**config.mk**
```make
export PLATFORM = sky130hd
export DESIGN_NAME = pixel_streamer
export DESIGN_NICKNAME = d
export VERILOG_FILES = /design/src/rtl/pixel_streamer.sv
export SDC_FILE = /design/constraint.sdc
export NUM_CORES = 1
export LEC_CHECK = 0
export CAP_MARGIN = 20
export CORE_ASPECT_RATIO = 0.75
export CORE_UTILIZATION = 28
export DETAILED_ROUTE_END_ITERATION = 6
export PLACE_DENSITY_LB_ADDON = 0.2
export SYNTH_ARGS = -nofsm -noshare
export SYNTH_HDL_FRONTEND = slang
export SYNTH_SLANG_ARGS = --single-unit
```
**constraint.sdc**
```tcl
create_clock -name clk -period 1.9 [get_ports clk]
set_input_delay 0.19 -clock clk [delete_from_list [all_inputs] [get_ports clk]]
set_output_delay 0.19 -clock clk [all_outputs]
set_load 0.02 [all_outputs]
```
**src/rtl/pixel_streamer.sv**
```systemverilog
// Raster-scan pixel transmitter: tags upstream pixels with (x,y), appends zero
// flush rows so downstream row buffers drain, then pulses frame_done.
module pixel_streamer #(
   parameter int unsigned FRAME_WIDTH  = 640,
   parameter int unsigned FRAME_HEIGHT = 480,
   parameter int unsigned FLUSH_ROWS   = 3,
   parameter int unsigned PIXEL_SIZE   = 24
) (
   input  logic                  clk,
   input  logic                  reset_n,
   input  logic                  start,
   input  logic                  s_valid,
   output logic                  s_ready,
   input  logic [PIXEL_SIZE-1:0] s_data,
   output logic                  en,
   output logic [15:0]           x,
   output logic [15:0]           y,
   output logic [PIXEL_SIZE-1:0] data,
   output logic                  busy,
   output logic                  frame_done
);

   typedef enum logic [1:0] {
      IDLE,
      STREAM,
      FLUSH,
      DONE
   } state_t;

   localparam logic [15:0] LAST_COL       = 16'(FRAME_WIDTH - 1);
   localparam logic [15:0] LAST_ROW       = 16'(FRAME_HEIGHT - 1);
   localparam logic [15:0] LAST_FLUSH_ROW = 16'(FRAME_HEIGHT + FLUSH_ROWS - 1);

   state_t      state;
   state_t      state_nxt;
   logic [15:0] col;
   logic [15:0] row;
   logic        accept;
   logic        emit;
   logic        col_last;
   logic        last_real;
   logic        last_flush;

   assign s_ready    = (state == STREAM);
   assign busy       = (state == STREAM) || (state == FLUSH);
   assign accept     = s_valid && s_ready;
   assign emit       = accept || (state == FLUSH);
   assign col_last   = (col == LAST_COL);
   assign last_real  = accept && col_last && (row == LAST_ROW);
   assign last_flush = (state == FLUSH) && col_last && (row == LAST_FLUSH_ROW);

   // NOTE: next-state logic assigns its default before the case so no path
   // leaves state_nxt unassigned and no latch is inferred.
   always_comb begin
      state_nxt = state;
      case (state)
         IDLE:    if (start) state_nxt = STREAM;
         STREAM:  if (last_real) state_nxt = (FLUSH_ROWS == 0) ? DONE : FLUSH;
         FLUSH:   if (last_flush) state_nxt = DONE;
         // DONE dwells two cycles: the final en cycle, then the frame_done
         // cycle, so a start coinciding with frame_done is still ignored.
         DONE:    if (frame_done) state_nxt = IDLE;
         default: state_nxt = IDLE;
      endcase
   end

   // NOTE: all state uses non-blocking assignments so every flop samples the
   // pre-edge values, independent of statement order.
   always_ff @(posedge clk or negedge reset_n) begin
      if (!reset_n) begin
         state      <= IDLE;
         col        <= '0;
         row        <= '0;
         en         <= 1'b0;
         x          <= '0;
         y          <= '0;
         data       <= '0;
         frame_done <= 1'b0;
      end else begin
         state      <= state_nxt;
         en         <= emit;
         frame_done <= (state == DONE) && !frame_done;
         if ((state == IDLE) && start) begin
            col <= '0;
            row <= '0;
         end else if (emit) begin
            x    <= col;
            y    <= row;
            data <= accept ? s_data : '0;
            if (col_last) begin
               col <= '0;
               row <= row + 16'd1;
            end else begin
               col <= col + 16'd1;
            end
         end
      end
   end

endmodule

```
==> run metrics <==
status finished with violations; failing checks setup timing; CP Launch Type register; initial antenna violation count 0; Synth Instances ~340; relative slew slack between 60% and 70%; syn_nets 374; H-tree depth 3; synth unique cells 42; clk_lat worst skew between 0.3 and 0.4 ns; Slew Limit Fails 0; CTS tree built; Final WS setup -0.0901 ns; main area contributors after synthesis dfrtp_1 (57%), mux2_2 (8.4%), a22o_1 (5.7%); final setup vio count 7; top_reg_cell synth dfrtp_1; post-route insts no fill 670; Antenna Nets Post-Route 0; Pleak 2.74 nW; worst-path fanout max 9; max-cap viol count 0; CTS buffer count 9; Inst Count DP 640; number of synthesized register bits between 90 and 100; drt via density roughly 4.8; number of iterations in the first detailed-routing pass 4; grt ovf 0; Avg Cell Area, Syn 11.9 um^2; Worst EP required roughly 2.2 ns; asr flop ratio synth 100%; Die X roughly 140 um; diode count 0; R2R setup slack -0.09 ns; CP Class reg -> reg; clock tree sinks just over 90; register area around 2300 um^2; final critical-path required period between 1.5 and 2 ns; total global-route track usage ~15%; DRC 0; first-pass GRT wire length around 17,000 um; layout cells sized above 1 a little over 30%; R2R Path End row[12]; Post-Syn Area roughly 4000 um^2; core area around 14,000 um^2; Synth area leader dfrtp_1; Synthesis Warnings 0; RSZ-0062 raised after global routing yes; Final Skew roughly 0.0073 ns; Initial Util roughly 29%; arrival time worst endpoint between 2 and 2.5 ns; vias in the first global route approximately 3.3k; clk buf depth 2; Fin. Hold Viols 0; fillers 1,289; DR vias approximately 3.2k; largest net degree at the start of global routing 38; top cell type's share of synthesized area a little under three fifths; Hold WC Path Type in -> async; Die Y ~110 um; HPWL Detailed 7240 um; Reg clk slew, reported paths about 0.060 ns; worst-margin pin slew between 0.4 and 0.5 ns; Tcrit/Tclk final 105%; area grow syn2layout 53.9%; Rows 37; worst vdd ir ~0.59 mV; area of the multi-input gates 1800 um^2; CP Capture Type register; Final #Nets ~530; Fmax 502 MHz; EDFF count, synth 0; Seq/Total Area, Yosys 57.4%; GP Congestion around 0.84; IO buf count between 80 and 90; Critical Path Source col[13]; pwr dens about 800 nW/um^2; r2r startpoint col[13]; DR WL/cell between 15 and 20 um; Post-Route WL ~10,000 um; DIE AREA between 10,000 and 15,000 um^2; root buffer cell clkbuf_16; Tot Pwr roughly 0.005 W; I/O pins 88; 1st-iter DRT viols between 100 and 150; R2R cell count 5
## registers in the layout, summed over array words and instances (netlist names)
signal,flops
data,24
col,16
en,1
frame_done,1
y,16
state,2
row,16
x,16
## final cells by class
| type | count | share of cell area [%] |
|---|---|---|
| clock buffers | 12 | 4.16 |
| multi-input cells | 224 | 29.2 |
| repair buffers | 155 | 24.3 |
| well taps | 175 | 3.55 |
| clock inverters | 4 | 0.913 |
| inverters | 8 | 0.568 |
| flip-flops and latches | 92 | 37.3 |
## report_power, final
group          switching [W]  total (W)  internal (W)
logic               0.000421   0.000887      0.000466
registers          0.0000806    0.00219       0.00211
clock network       0.000746    0.00185       0.00110
total                0.00125    0.00492       0.00368
## cells by family after synthesis
| kind of cell | Yosys count | synth area share, % |
|---|---|---|
| fa+ha+maj | 8 | 2.50 |
| compound gates | 67 | 12.1 |
| simple gates | 101 | 13.1 |
| mux | 31 | 8.68 |
| flops | 92 | 57.4 |
| xor+xnor | 15 | 3.28 |
| buf+inv | 24 | 2.90 |
## per-stage QoR
step,TNS [ns],worst slack (ns),hold WS (ns),cell area [um^2],util [%]
floorplan,-0.0475,-0.0475,-0.106,4040,-
detailed placement,-3.25,-0.207,0.178,5520,39.9
global route,-1.39,-0.170,0.393,6170,44.6
global placement,-1.10,-0.150,0.175,5520,39.9
finish,-0.368,-0.0901,0.351,6170,44.6
CTS,-0.121,-0.0363,0.362,5960,43.1
## critical path, cell delays in order, from the launching register on
cell and delay, ns:
dfrtp_1 0.41, nor4_4 0.31, and4b_2 0.40, a21oi_4 0.13, or4_1 0.51, a21oi_1 0.15
## worst max-delay path by stage
stage	end	slack [ns]	depth (start not counted)
after global routing	row[12]	-0.17	5
after CTS	row[12]	-0.04	5
after global placement	row[3]	-0.15	7
after floorplan	row[14]	-0.05	8
final	row[12]	-0.09	5
after detailed placement	row[3]	-0.21	7
## layer usage
| metal | part of all wire (%) | vias to the layer above | GRT usage [%] |
|---|---|---|---|
| li1 | - | 1543 | - |
| met1 | 55 | 1547 | 21.8 |
| met2 | 39 | 92 | 20.4 |
| met3 | 4.3 | 14 | 3.73 |
| met4 | 1.8 | 0 | 5.49 |
| met5 | 0 | - | 0 |
## Yosys cell counts (all sizes together), types with 2 or more instances
library cell  number
xnor2              3
nor2              24
buf                6
a22o              26
nand2             23
or3                6
inv                7
o21ai             13
clkbuf            10
and2               3
nand4             11
nor4               6
xor2              12
nand3              7
a21oi             15
dfrtp             92
mux2              30
ha                 8
and3               5
o31ai              5
nor3               2
or4                7
## timing repair
| action | 4_1_cts | 5_1_grt |
|---|---|---|
| pin swaps | 3 | 20 |
| setup endpoints to repair | 42 | 70 |
| buffers inserted | 5 | 5 |
| cloned | 1 | 2 |
| gates resized for setup | 14 | 40 |
| hold buffers | 1 | 0 |
| endpoints found under the hold margin | 33 | 0 |
## cells in the final DEF, fill, tap and decap left out, types with 5 or more instances in the layout
| master | netlist | final |
|---|---|---|
| a21oi_1 | 14 | 8 |
| xor2_1 | 12 | 11 |
| a22o_1 | 26 | 26 |
| nand2_1 | 23 | 22 |
| nand3_1 | 7 | 7 |
| o31ai_1 | 5 | 5 |
| buf_12 | 0 | 6 |
| buf_6 | 3 | 7 |
| or4_1 | 7 | 5 |
| o21ai_0 | 13 | 11 |
| nand4_1 | 11 | 11 |
| mux2_2 | 30 | 29 |
| buf_4 | 0 | 54 |
| dfrtp_1 | 92 | 91 |
| clkdlybuf4s50_1 | 0 | 84 |
| inv_1 | 7 | 6 |
| nor2_2 | 0 | 8 |
| clkbuf_16 | 0 | 9 |
| nor2_1 | 24 | 14 |
| ha_1 | 8 | 5 |
(Power assumes the default switching activity.)
